===== config.mk =====
export PLATFORM = sky130hd
export DESIGN_NAME = cipher_capture_sequencer
export DESIGN_NICKNAME = d
export VERILOG_FILES = /design/src/rtl/cipher_capture_sequencer.sv
export SDC_FILE = /design/constraint.sdc
export NUM_CORES = 1
export LEC_CHECK = 0
export ABC_CLOCK_PERIOD_IN_PS = 2300
export BUFFER_PORTS_ARGS = -buffer_cell sky130_fd_sc_hd__clkbuf_2
export CORE_MARGIN = 5
export CORE_UTILIZATION = 53
export DETAILED_ROUTE_END_ITERATION = 10
export GPL_TIMING_DRIVEN = 0
export PLACE_DENSITY = 0.81
export SKIP_LAST_GASP = 1
export SYNTH_ARGS = -nofsm -noshare
export SYNTH_HDL_FRONTEND = slang
export SYNTH_SLANG_ARGS = --single-unit

===== constraint.sdc =====
create_clock -name clk -period 2.3 [get_ports clk]
set_input_delay 0.345 -clock clk [delete_from_list [all_inputs] [get_ports clk]]
set_output_delay 0.345 -clock clk [all_outputs]
set_load 0.02 [all_outputs]

===== src/rtl/cipher_capture_sequencer.sv =====
// Capture-run sequencer: parses UART command bytes into key/plaintext, launches the
// cipher core with a sensor trigger window around it, and streams the ciphertext back.
module cipher_capture_sequencer #(
  parameter int PT_BYTES  = 8,
  parameter int KEY_BYTES = 10,
  parameter int TIMEOUT   = 1024,
  parameter int TRIG_POST = 16
) (
  input  logic                   clk,
  input  logic                   rstn,
  input  logic                   rx_valid,
  input  logic [7:0]             rx_byte,
  output logic [KEY_BYTES*8-1:0] key,
  output logic [PT_BYTES*8-1:0]  pt,
  output logic                   cipher_start,
  input  logic                   cipher_done,
  input  logic [PT_BYTES*8-1:0]  ct,
  output logic                   trigger,
  output logic                   tx_start,
  output logic [7:0]             tx_byte,
  input  logic                   tx_busy,
  output logic                   busy,
  output logic                   err_timeout
);

  localparam int MAX_BYTES = (PT_BYTES > KEY_BYTES) ? PT_BYTES : KEY_BYTES;
  localparam int BCW       = $clog2(MAX_BYTES + 1);
  localparam int SHW       = MAX_BYTES * 8;
  localparam int CNT_MAX   = (TIMEOUT > TRIG_POST) ? TIMEOUT : TRIG_POST;
  localparam int CW        = $clog2(CNT_MAX);
  localparam int PTW       = PT_BYTES * 8;

  localparam logic [BCW-1:0] KEY_LAST  = BCW'(KEY_BYTES - 1);
  localparam logic [BCW-1:0] PT_LAST   = BCW'(PT_BYTES - 1);
  localparam logic [BCW-1:0] PT_COUNT  = BCW'(PT_BYTES);
  localparam logic [CW-1:0]  TO_LAST   = CW'(TIMEOUT - 1);
  localparam logic [CW-1:0]  POST_LAST = CW'(TRIG_POST - 1);

  localparam logic [7:0] CMD_KEY = 8'h4B;
  localparam logic [7:0] CMD_PT  = 8'h50;

  localparam logic [2:0] S_IDLE      = 3'd0;
  localparam logic [2:0] S_LOAD_KEY  = 3'd1;
  localparam logic [2:0] S_LOAD_PT   = 3'd2;
  localparam logic [2:0] S_START     = 3'd3;
  localparam logic [2:0] S_WAIT_DONE = 3'd4;
  localparam logic [2:0] S_POST      = 3'd5;
  localparam logic [2:0] S_TX_SEND   = 3'd6;
  localparam logic [2:0] S_TX_WAIT   = 3'd7;

  logic [2:0]             state_q, state_d;
  logic [BCW-1:0]         byte_cnt_q, byte_cnt_d;
  logic [CW-1:0]          cnt_q, cnt_d;
  logic [SHW-9:0]         shadow_q, shadow_d;
  logic [KEY_BYTES*8-1:0] key_q, key_d;
  logic [PTW-1:0]         pt_q, pt_d;
  logic [PTW-1:0]         tx_sr_q, tx_sr_d;
  logic [7:0]             tx_byte_q, tx_byte_d;
  logic                   tx_start_q, tx_start_d;
  logic                   cipher_start_q, cipher_start_d;
  logic                   trigger_q, trigger_d;
  logic                   busy_q, busy_d;
  logic                   err_timeout_q, err_timeout_d;
  logic [SHW-1:0]         shift_in;

  // Incoming bytes enter at the LSB end, so the first byte ends up as the MSB.
  assign shift_in = {shadow_q, rx_byte};

  always_comb begin
    // NOTE: every signal assigned here gets a default first, so no path can infer a latch.
    state_d       = state_q;
    byte_cnt_d    = byte_cnt_q;
    cnt_d         = cnt_q;
    shadow_d      = shadow_q;
    key_d         = key_q;
    pt_d          = pt_q;
    tx_sr_d       = tx_sr_q;
    tx_byte_d     = tx_byte_q;
    tx_start_d    = 1'b0;
    err_timeout_d = err_timeout_q;

    case (state_q)
      S_IDLE: begin
        if (rx_valid) begin
          if (rx_byte == CMD_KEY) begin
            state_d    = S_LOAD_KEY;
            byte_cnt_d = '0;
          end else if (rx_byte == CMD_PT) begin
            state_d       = S_LOAD_PT;
            byte_cnt_d    = '0;
            err_timeout_d = 1'b0;
          end
        end
      end
      S_LOAD_KEY: begin
        if (rx_valid) begin
          if (byte_cnt_q == KEY_LAST) begin
            key_d      = shift_in[KEY_BYTES*8-1:0];
            byte_cnt_d = '0;
            state_d    = S_IDLE;
          end else begin
            shadow_d   = shift_in[SHW-9:0];
            byte_cnt_d = byte_cnt_q + BCW'(1);
          end
        end
      end
      S_LOAD_PT: begin
        if (rx_valid) begin
          if (byte_cnt_q == PT_LAST) begin
            pt_d       = shift_in[PTW-1:0];
            byte_cnt_d = '0;
            state_d    = S_START;
          end else begin
            shadow_d   = shift_in[SHW-9:0];
            byte_cnt_d = byte_cnt_q + BCW'(1);
          end
        end
      end
      S_START: begin
        cnt_d   = '0;
        state_d = S_WAIT_DONE;
      end
      S_WAIT_DONE: begin
        // A done strobe in the final timeout cycle still counts as a completed run.
        if (cipher_done) begin
          tx_sr_d    = ct;
          byte_cnt_d = PT_COUNT;
          cnt_d      = '0;
          state_d    = S_POST;
        end else if (cnt_q == TO_LAST) begin
          err_timeout_d = 1'b1;
          state_d       = S_IDLE;
        end else begin
          cnt_d = cnt_q + CW'(1);
        end
      end
      S_POST: begin
        if (cnt_q == POST_LAST) begin
          state_d = S_TX_SEND;
        end else begin
          cnt_d = cnt_q + CW'(1);
        end
      end
      S_TX_SEND: begin
        if (!tx_busy) begin
          tx_start_d = 1'b1;
          tx_byte_d  = tx_sr_q[PTW-1 -: 8];
          state_d    = S_TX_WAIT;
        end
      end
      S_TX_WAIT: begin
        // The transmitter raises busy one cycle late, so the start cycle itself is skipped.
        if (!tx_start_q && !tx_busy) begin
          tx_sr_d    = {tx_sr_q[PTW-9:0], 8'h00};
          byte_cnt_d = byte_cnt_q - BCW'(1);
          state_d    = (byte_cnt_q == BCW'(1)) ? S_IDLE : S_TX_SEND;
        end
      end
      default: state_d = S_IDLE;
    endcase

    cipher_start_d = (state_d == S_START);
    trigger_d      = (state_d == S_START) || (state_d == S_WAIT_DONE) || (state_d == S_POST);
    busy_d         = (state_d != S_IDLE);
  end

  always_ff @(posedge clk or negedge rstn) begin
    if (!rstn) begin
      state_q        <= S_IDLE;
      byte_cnt_q     <= '0;
      cnt_q          <= '0;
      shadow_q       <= '0;
      key_q          <= '0;
      pt_q           <= '0;
      tx_sr_q        <= '0;
      tx_byte_q      <= '0;
      tx_start_q     <= 1'b0;
      cipher_start_q <= 1'b0;
      trigger_q      <= 1'b0;
      busy_q         <= 1'b0;
      err_timeout_q  <= 1'b0;
    end else begin
      // NOTE: non-blocking assignments make every flop see pre-edge values, regardless of order.
      state_q        <= state_d;
      byte_cnt_q     <= byte_cnt_d;
      cnt_q          <= cnt_d;
      shadow_q       <= shadow_d;
      key_q          <= key_d;
      pt_q           <= pt_d;
      tx_sr_q        <= tx_sr_d;
      tx_byte_q      <= tx_byte_d;
      tx_start_q     <= tx_start_d;
      cipher_start_q <= cipher_start_d;
      trigger_q      <= trigger_d;
      busy_q         <= busy_d;
      err_timeout_q  <= err_timeout_d;
    end
  end

  assign key          = key_q;
  assign pt           = pt_q;
  assign cipher_start = cipher_start_q;
  assign trigger      = trigger_q;
  assign tx_start     = tx_start_q;
  assign tx_byte      = tx_byte_q;
  assign busy         = busy_q;
  assign err_timeout  = err_timeout_q;

endmodule

==> results by stage, run 1 <==
Drt:
- The number of vias in the routed layout is 8541.
- Dividing the detail-routed wire length by the instance count gives 18.78 µm.
- The final layout contains routed wiring with a total length of 29320 µm.
- The number of remaining DRC errors is 0.
- For this block, the initial DRC count from the detailed router was 458.
- Once detail routing completed, the nets flagged for antenna violations numbered 0.
- Dividing the detail-routed via count by the number of cells gives 5.471.
- The first-pass iteration count of the detailed router is 5.

Floorplan:
- The number of core rows is 56.
- The die covers 27280 µm².
- The horizontal die dimension is 165.2 µm.
- For this configuration, the core starts out at a cell density of 54.03%.
- The I/O pin count is 234.
- The core region is 23610 µm².
- In this run the vertical extent of the chip is 165.2 µm.

Timing:
- The count of final max-slew check failures was 0.
- Setup repair after global routing left no endpoint under its margin.
- The setup slack after layout is 0.1137 ns.
- Static timing analysis puts the maximum clock frequency at 0.4574 GHz.
- The number of failing hold endpoints at the final stage is 0.
- Setup violations remaining at the end of the flow were counted as 0.
- Dividing the final minimum period by the clock period gives 95.06%.
- After layout, the minimum clock period comes to 2.186 ns.
- The worst pin sits at a relative slew slack of 40.86%.
- For the pin with the worst max-slew slack, the measured transition is 0.8871 ns.
- Clock skew on the completed layout was measured at 0.01821 ns.

Yosys:
- The number of nets in the synthesized netlist is 1025.
- For this run, the number of Yosys warnings is 0.
- The share of flip-flops with an asynchronous set or reset after synthesis is 100.0%.
- The cell count after synthesis is 944.
- The count of state elements after synthesis is 310.
- The dominant register cell in the synthesized netlist is sky130_fd_sc_hd__dfrtp_1.
- The count of unique library cells instantiated by Yosys is 58.
- In this run, synthesis inferred 0 flip-flops with an integrated enable.
- After synthesis, flip-flops and latches occupy 60.80% of the total area.
- The area of the mapped netlist is 12760 µm².
- Each instance of the synthesized netlist takes up on average 13.52 µm².

Power:
- The share of total power dissipated in the clock network is 33.5%.
- The largest vdd supply drop is 0.7570 mV.
- The part of the total power dissipated in sequential elements is 44.8%.
- Summed over all nets, the switching power comes to 0.004796 W.
- The switching power share of the total is 30.56%.
- The internal power of the cells totals 0.01090 W.
- Of the total power, combinational logic draws 21.7%.
- The power per standard cell area is 1005 nW/µm².
- The overall power is 0.01570 W.
- The leakage dissipation is 8.510 nW.

Setup path:
- The end of the worst register-to-register path is pt[27]$_DFFE_PN0P_.
- The type of destination of the critical path is a register.
- Data on the critical path is required at its endpoint by 2.75 ns.
- The path length in cells of the critical path is 6.
- The worst register-to-register path begins at byte_cnt_q[0]$_DFFE_PN0P_.
- Together, buffers and inverters on the worst path number 2.
- The cell family contributing the most delay on the critical path is buffers and inverters.
- The slowest library cell on the worst path is sky130_fd_sc_hd__dfrtp_2.
- The worst setup path is launched from a register.
- The signal on the critical path passes through ha_1 -> and3b_1 -> nand3_1 -> buf_2 -> clkbuf_4 -> mux2_2.
- The critical setup path kind is register to register.
- The setup slack of the worst register-to-register path is 0.11 ns.
- The arrival time reported for the critical path endpoint is 2.64 ns.
- For this run, the slowest stage of the critical path takes 0.46 ns.
- Of all nets on the critical path, the largest fanout is 10.
- The depth of the most critical reg-to-reg path is 6.

Clock tree:
- After clock tree synthesis, the clock-pin slew on the worst setup and hold paths is 0.07 ns.
- The level count of the clock H-tree is 1.
- The clock passes through at most 3 buffers.
- Counting every sink on the clock net gives 310.
- In this run the clock root is driven by a sky130_fd_sc_hd__clkbuf_16.
- TritonCTS created 31 clock buffers.
- The CTS tree is done.
- The clock reaches the later pin of the worst-skew pair after 0.57 ns.

GRT:
- The number of global-route vias before repair is 8854.
- After global routing the overflow that remains totals 0.
- The number of antenna violations at the first check in global routing was 0.
- In the global route stage, overall resource usage came out at 21.45%.
- Entering global routing, the biggest net connects 116 pins.
- The wire length of the first global-routing pass is 46640 µm.

Placed design:
- Summing all placed instances gives a cell area of 14390 µm².
- Once detailed placement completed, the half-perimeter wirelength came to 20800 µm.
- At the end of routability-driven placement, the weighted congestion stood at 0.8551.
- Prior to clock tree synthesis, the placed netlist has a worst setup slack of -0.1535 ns.
- Port buffering added 233 buffers.

Cells and area:
- The number of antenna diodes in the final layout is 0.
- In the final layout, the share of cells above drive strength 1 is 45.81%.
- The number of nets in the layout is 1299.
- Once layout is done, the placed cells without fillers occupy 15610 µm².
- The post-synthesis to final-layout area growth is 22.38%.

Outcome:
- The flow ran to the end, and the final reports show no timing, DRC or antenna violations.

Worst hold path:
- The path with the worst hold slack has its endpoint at tx_sr_q[1]$_DFFE_PN0P_.
- The worst hold path begins at ct[1].
- The worst hold path belongs to the class primary input to register.
- Counting instances, the worst hold path has a depth of 3.

Flow run:
- The number of maximum-capacitance violations is 0.
flip-flops by register name, summed over array words and instances, names as in the netlist, 3 cells and up:
signal / flops
tx_sr_q: 64
byte_cnt_q: 4
key: 80
shadow_q: 72
cnt_q: 10
pt: 64
state_q: 3
tx_byte: 8
cells in the mapped netlist, drive strengths merged, types with 3 or more instances:
library cell	instances	area (µm²)
dfrtp	310	7757
mux2	224	2522
nand2	89	334.1
o21ai	76	380.4
mux2i	57	570.6
buf	37	205.2
clkbuf	18	77.57
nand3	16	80.08
a21oi	10	50.05
nor2	10	37.54
inv	9	36.29
nand2b	6	37.54
nor4	6	37.54
and3	5	36.28
nand4	5	31.28
a31oi	4	25.02
ha	4	50.05
nor2b	4	25.02
o31ai	4	30.03
a22oi	3	22.52
and3b	3	26.28
nand3b	3	22.52
nor3b	3	22.52
or4	3	22.52
per-layer routing:
| metal | vias to the layer above | GRT usage (%) | share of wire [%] |
|---|---|---|---|
| met1 | 4309 | 29.54 | 42 |
| li1 | 3922 | - | - |
| met3 | 54 | 3.177 | 5.2 |
| met5 | - | 0 | 0 |
| met4 | 0 | 6.767 | 2.7 |
| met2 | 256 | 35.49 | 50 |
area by class of cell:
type	instances	area (µm²)
plain buffers	53	310.3
inverters	9	36.28
repair buffers	243	1305
clock buffers	44	924.6
fillers	1710	7999
clock inverters	13	165.2
flip-flops and latches	310	7760
multi-input cells	570	4713
well taps	319	399.1
metrics by stage:
stage | hold WS, ns | setup TNS, ns | std cells | utilization [%]
2_1_floorplan | 0.04941 | 0 | 944 | -
3_3_place_gp | 0.4584 | -1727.23 | 1496 | 60.66
3_5_place_dp | 0.4686 | -4.541 | 1498 | 60.93
4_1_cts | 0.01135 | -0.05328 | 1561 | 65.90
5_1_grt | 0.03993 | 0 | 1561 | 66.12
6_report | 0.02739 | 0 | 1561 | 66.12
power by group through the flow:
stage,Sequential [W],Combinational [W],Clock (W)
after detailed placement,0.00712,0.00350,0
after floorplan,0.00706,0.00239,0
after global routing,0.00716,0.00381,0.00560
after global placement,0.00707,0.00338,0
final,0.00704,0.00340,0.00525
after CTS,0.00703,0.00355,0.00536
placed cells by master (no fill, tap or decap), types with 4 or more instances in the layout:
cell type,Yosys,layout
sky130_fd_sc_hd__clkbuf_4,0,6
sky130_fd_sc_hd__buf_4,2,10
sky130_fd_sc_hd__clkbuf_1,17,14
sky130_fd_sc_hd__clkbuf_8,1,12
sky130_fd_sc_hd__clkinv_2,0,6
sky130_fd_sc_hd__mux2_2,224,224
sky130_fd_sc_hd__nor2b_1,4,4
sky130_fd_sc_hd__ha_1,4,4
sky130_fd_sc_hd__clkbuf_16,0,31
sky130_fd_sc_hd__nand2_1,89,89
sky130_fd_sc_hd__nand3_1,16,14
sky130_fd_sc_hd__nand2b_1,6,6
sky130_fd_sc_hd__mux2i_1,57,57
sky130_fd_sc_hd__dfrtp_1,310,308
sky130_fd_sc_hd__nor2_1,10,10
sky130_fd_sc_hd__buf_2,29,17
sky130_fd_sc_hd__clkbuf_2,0,236
sky130_fd_sc_hd__a31oi_1,4,4
sky130_fd_sc_hd__inv_1,8,8
sky130_fd_sc_hd__and3_1,4,4
sky130_fd_sc_hd__a21oi_1,10,10
sky130_fd_sc_hd__o21ai_0,75,75
sky130_fd_sc_hd__dlygate4sd3_1,0,6
sky130_fd_sc_hd__nand4_1,5,5
sky130_fd_sc_hd__o31ai_1,4,4
sky130_fd_sc_hd__nor4_1,6,4
tightest hold or removal path, delay by kind of cell:
family / cells / cell delay, ns
buffers and inverters: 1 / 0.09
AO/OA/AOI/OAI: 1 / 0.06
AND/OR/NAND/NOR: 1 / 0.04
repair_timing:
| item | in CTS | in global routing |
|---|---|---|
| hold buffers | 6 | 0 |
| gates resized for setup | 10 | 14 |
| pin swaps | 0 | 2 |
| endpoints found under the setup margin | 86 | 128 |
| buffers inserted | 0 | 2 |
| endpoints found under the hold margin | 112 | 0 |
cells by family after synthesis:
| group | count (synthesis) | share of synthesized area, % |
|---|---|---|
| AOI/OAI and AO/OA | 114 | 5.306 |
| xor gates and xnor gates | 2 | 0.1373 |
| DFF | 310 | 60.80 |
| muxes | 281 | 24.24 |
| and+or+nand+nor | 169 | 6.620 |
| buffers and inverters | 64 | 2.501 |
| adders and majority gates | 4 | 0.3923 |
how the worst max path moves through the flow:
stage / from / end / slack, ns
4_1_cts: byte_cnt_q[0]$_DFFE_PN0P_ / shadow_q[49]$_DFFE_PN0P_ / -0.01
3_3_place_gp: rstn / key[5]$_DFFE_PN0P_ / -5.59
3_5_place_dp: byte_cnt_q[1]$_DFFE_PN0P_ / key[59]$_DFFE_PN0P_ / -0.15
5_1_grt: byte_cnt_q[0]$_DFFE_PN0P_ / pt[39]$_DFFE_PN0P_ / 0.03
6_report: byte_cnt_q[0]$_DFFE_PN0P_ / pt[27]$_DFFE_PN0P_ / 0.11
2_1_floorplan: byte_cnt_q[1]$_DFFE_PN0P_ / cnt_q[4]$_DFFE_PN0P_ / 0.29
Power figures use the tool's default switching activity.
==> inputs of run 2 (changes only) <==
ABC_CLOCK_PERIOD_IN_PS = 2600   (was 2300)
clock period = 2.6 ns   (was 2.3 ns; I/O delays follow)
==> results by stage, run 2 (synthesized netlist as in run 1, its figures left out) <==
Floorplan:
- The horizontal die dimension is 165.2 µm (unchanged).
- The number of core rows is 56 (unchanged).
- The die area is 27280 µm² (unchanged).
- The I/O pin count is 234 (unchanged).
- The placeable core region is 23610 µm² (unchanged).
- The chip height is 165.2 µm (unchanged).
- The initial standard-cell utilization of the core is 54.03% (unchanged).

Setup path:
- The arrival time reported for the critical path endpoint is 2.90 ns (was 2.64 ns).
- The largest fanout of any net on the critical path is 10 (unchanged).
- The launching element type of the critical path is a register (unchanged).
- The critical setup path kind is register to register (unchanged).
- The type of destination of the critical path is a register (unchanged).
- The required time at the worst-slack endpoint came to 3.04 ns (was 2.75 ns).
- The setup slack of the worst register-to-register path came to 0.14 ns (was 0.11 ns).

Power:
- The largest vdd supply drop is 0.6724 mV (was 0.7570 mV).
- The power per standard cell area was 903.2 nW/µm² (was 1005 nW/µm²).
- The leakage dissipation is 8.438 nW (was 8.510 nW).

Cells and area:
- Most used cells in the layout excluding fill and tap cells: sky130_fd_sc_hd__dfrtp_1 (310), sky130_fd_sc_hd__clkbuf_2 (233), sky130_fd_sc_hd__mux2_2 (224) (was sky130_fd_sc_hd__dfrtp_1 (308), sky130_fd_sc_hd__clkbuf_2 (236), sky130_fd_sc_hd__mux2_2 (224)).
- The multi-input logic area came to 4682 µm² (was 4713 µm²).
- The number of nets in the layout is 1294 (was 1299).
- The area used by sequential logic in the layout came to 7757 µm² (was 7760 µm²).
- The number of standard cells in the final layout excluding fillers came to 1556 (was 1561).
- The antenna cell count came to 0 (unchanged).
- The leading cell type in the layout, fill and taps excluded is sky130_fd_sc_hd__dfrtp_1 (unchanged).
- The filler cell count in the final layout is 1730 (was 1710).
- The share of layout cells above drive strength 1 is 45.11% (was 45.81%).
- The flip-flop count of the largest register after layout was 80 (unchanged).
- The post-synthesis to final-layout area growth is 21.40% (was 22.38%).

Clock tree:
- The buffer type at the clock tree root is sky130_fd_sc_hd__clkbuf_16 (unchanged).
- The level count of the clock H-tree is 1 (unchanged).
- The buffer levels on the longest clock path is 3 (unchanged).
- The total clock buffers created by CTS is 31 (unchanged).
- The clock network latency to the later pin of the worst-skew pair was 0.57 ns (about the same).
- The CTS tree was done (unchanged).
- The number of sinks driven by the clock tree came to 310 (unchanged).
- The clock edge transition at the registers on the reported setup and hold paths is 0.06 ns (was 0.07 ns).

Drt:
- The number of remaining DRC errors was 0 (unchanged).
- The met1 wire length was 12330 µm (was 12420 µm).
- The average wire per cell in the routed design came to 18.75 µm (was 18.78 µm).
- The topmost layer with routed signal wires is met4 (unchanged).
- The ratio of routed vias to standard cells is 5.487 (was 5.471).
- The total wire length after detailed routing is 29180 µm (was 29320 µm).
- The detailed route wirelength on metal3 is 1586 µm (was 1525 µm).
- The number of violations reported at the end of detailed-routing iteration 0 is 465 (was 458).
- The met2 layer wire length in the routed design came to 14440 µm (was 14580 µm).
- The number of vias in the routed layout was 8538 (was 8541).
- The antenna violation net count after detailed routing is 0 (unchanged).
- The first-pass iteration count of the detailed router was 5 (unchanged).

Timing:
- The highest clock rate is 0.4061 GHz (was 0.4574 GHz).
- The final setup violation count is 0 (unchanged).
- The number of failing hold endpoints at the final stage is 0 (unchanged).
- The slew at the pin closest to its max-slew limit is 0.8889 ns (was 0.8871 ns).
- The post-route minimum period was 2.462 ns (was 2.186 ns).
- The total negative slack was 0 ns (unchanged).
- Setup repair after global routing missed its margin: false (unchanged).
- The share of the cycle needed by the critical path after routing is 94.70% (was 95.06%).
- The final worst clock skew is 0.01735 ns (was 0.01821 ns).
- The count of final max-slew check failures is 0 (unchanged).
- The tightest slew margin relative to the limit is 40.74% (was 40.86%).

Flow run:
- The number of maximum-capacitance violations was 0 (unchanged).

GRT:
- The wire length of the first global-routing pass is 46420 µm (was 46640 µm).
- The global routing usage summed across all routing layers is 21.36% (was 21.45%).
- The number of antenna violations at the first check in global routing came to 0 (unchanged).
- The overall overflow remaining after global route is 0 (unchanged).
- The number of global-route vias before repair came to 8798 (was 8854).
- The maximum number of pins on one net before global-route repair is 116 (unchanged).

Worst hold path:
- The kind of path behind the tightest hold check is primary input to register (unchanged).

Outcome:
- Run status: finished, final reports clean (unchanged).

Placed design:
- The detailed-placement wirelength estimate was 20800 µm (unchanged).
- The number of buffers inserted by port buffering is 233 (unchanged).
- The final estimated routing congestion in global placement is 0.8551 (unchanged).
- The number of cells after detailed placement was 1498 (unchanged).
[run 2: changes by cell type in the layout (fill, tap and decap cells not counted), moves of 2 or more]
cell	delta
sky130_fd_sc_hd__buf_2	+12
sky130_fd_sc_hd__buf_4	-8
sky130_fd_sc_hd__clkbuf_1	+4
sky130_fd_sc_hd__clkbuf_2	-3
sky130_fd_sc_hd__clkbuf_4	-6
sky130_fd_sc_hd__dfrtp_1	+2
sky130_fd_sc_hd__dfrtp_2	-2
sky130_fd_sc_hd__dlygate4sd3_1	-5
sky130_fd_sc_hd__nand3_1	+2
sky130_fd_sc_hd__nand3_2	-2
sky130_fd_sc_hd__nor4_1	+2
[run 2: layout make-up]
class | count | share of cell area (%)
Multi-Input combinational cell | 570 | 30.23
Buffer | 55 | 1.834
Sequential cell | 310 | 50.08
Clock buffer | 44 | 5.970
Clock inverter | 13 | 1.066
Timing Repair Buffer | 236 | 8.006
Inverter | 9 | 0.2343
Tap cell | 319 | 2.577
[run 2: critical path, stage by stage, from the launching register on]
cell	delay, ns
sky130_fd_sc_hd__dfrtp_1	0.47
sky130_fd_sc_hd__inv_1	0.11
sky130_fd_sc_hd__ha_1	0.23
sky130_fd_sc_hd__and3b_1	0.22
sky130_fd_sc_hd__nand3_1	0.39
sky130_fd_sc_hd__buf_1	0.52
sky130_fd_sc_hd__mux2_2	0.40
[run 2: what timing repair did]
item / CTS / global route
setup endpoints to repair: 0 / 16
resized for setup: 0 / 3
hold endpoints to repair: 100 / 0
buffers inserted: 0 / 0
hold buffers: 1 / 0
[run 2: path summary, 6_finish.rpt]
kind	start	to	cells past startpoint
worst max-delay path	byte_cnt_q[1]$_DFFE_PN0P_	key[63]$_DFFE_PN0P_	6
worst min-delay path	ct[6]	tx_sr_q[6]$_DFFE_PN0P_	3
worst max register to register	byte_cnt_q[1]$_DFFE_PN0P_	key[63]$_DFFE_PN0P_	6
worst min register to register	tx_sr_q[61]$_DFFE_PN0P_	tx_sr_q[61]$_DFFE_PN0P_	2
max in group asynchronous	rstn	shadow_q[11]$_DFFE_PN0P_	4
min in group asynchronous	rstn	tx_byte[4]$_DFFE_PN0P_	2
[run 2: per-stage QoR]
stage / cell area, µm² / power (W) / util (%) / hold slack [ns] / setup WS (ns)
2_1_floorplan: 12760 / 0.008359 / - / 0.09441 / 0.5930
3_3_place_gp: 14320 / 0.009243 / 60.66 / 0.4584 / -5.340
3_5_place_dp: 14390 / 0.009388 / 60.93 / 0.4686 / 0.1311
4_1_cts: 15490 / 0.01408 / 65.59 / 0.02694 / 0.1202
5_1_grt: 15490 / 0.01475 / 65.59 / 0.02917 / 0.01121
6_report: 15490 / 0.01399 / 65.59 / 0.05041 / 0.1378
[run 2: power breakdown]
group          internal [W]  switching, W  total (W)
Combinational       0.00125       0.00186    0.00311
Sequential          0.00564      0.000579    0.00622
Clock               0.00278       0.00188    0.00465
[run 2: layer usage]
metal	vias up	GRT usage, %
met3	59	3.152
met5	-	0
li1	3920	-
met4	0	6.616
met2	240	35.24
met1	4319	29.54
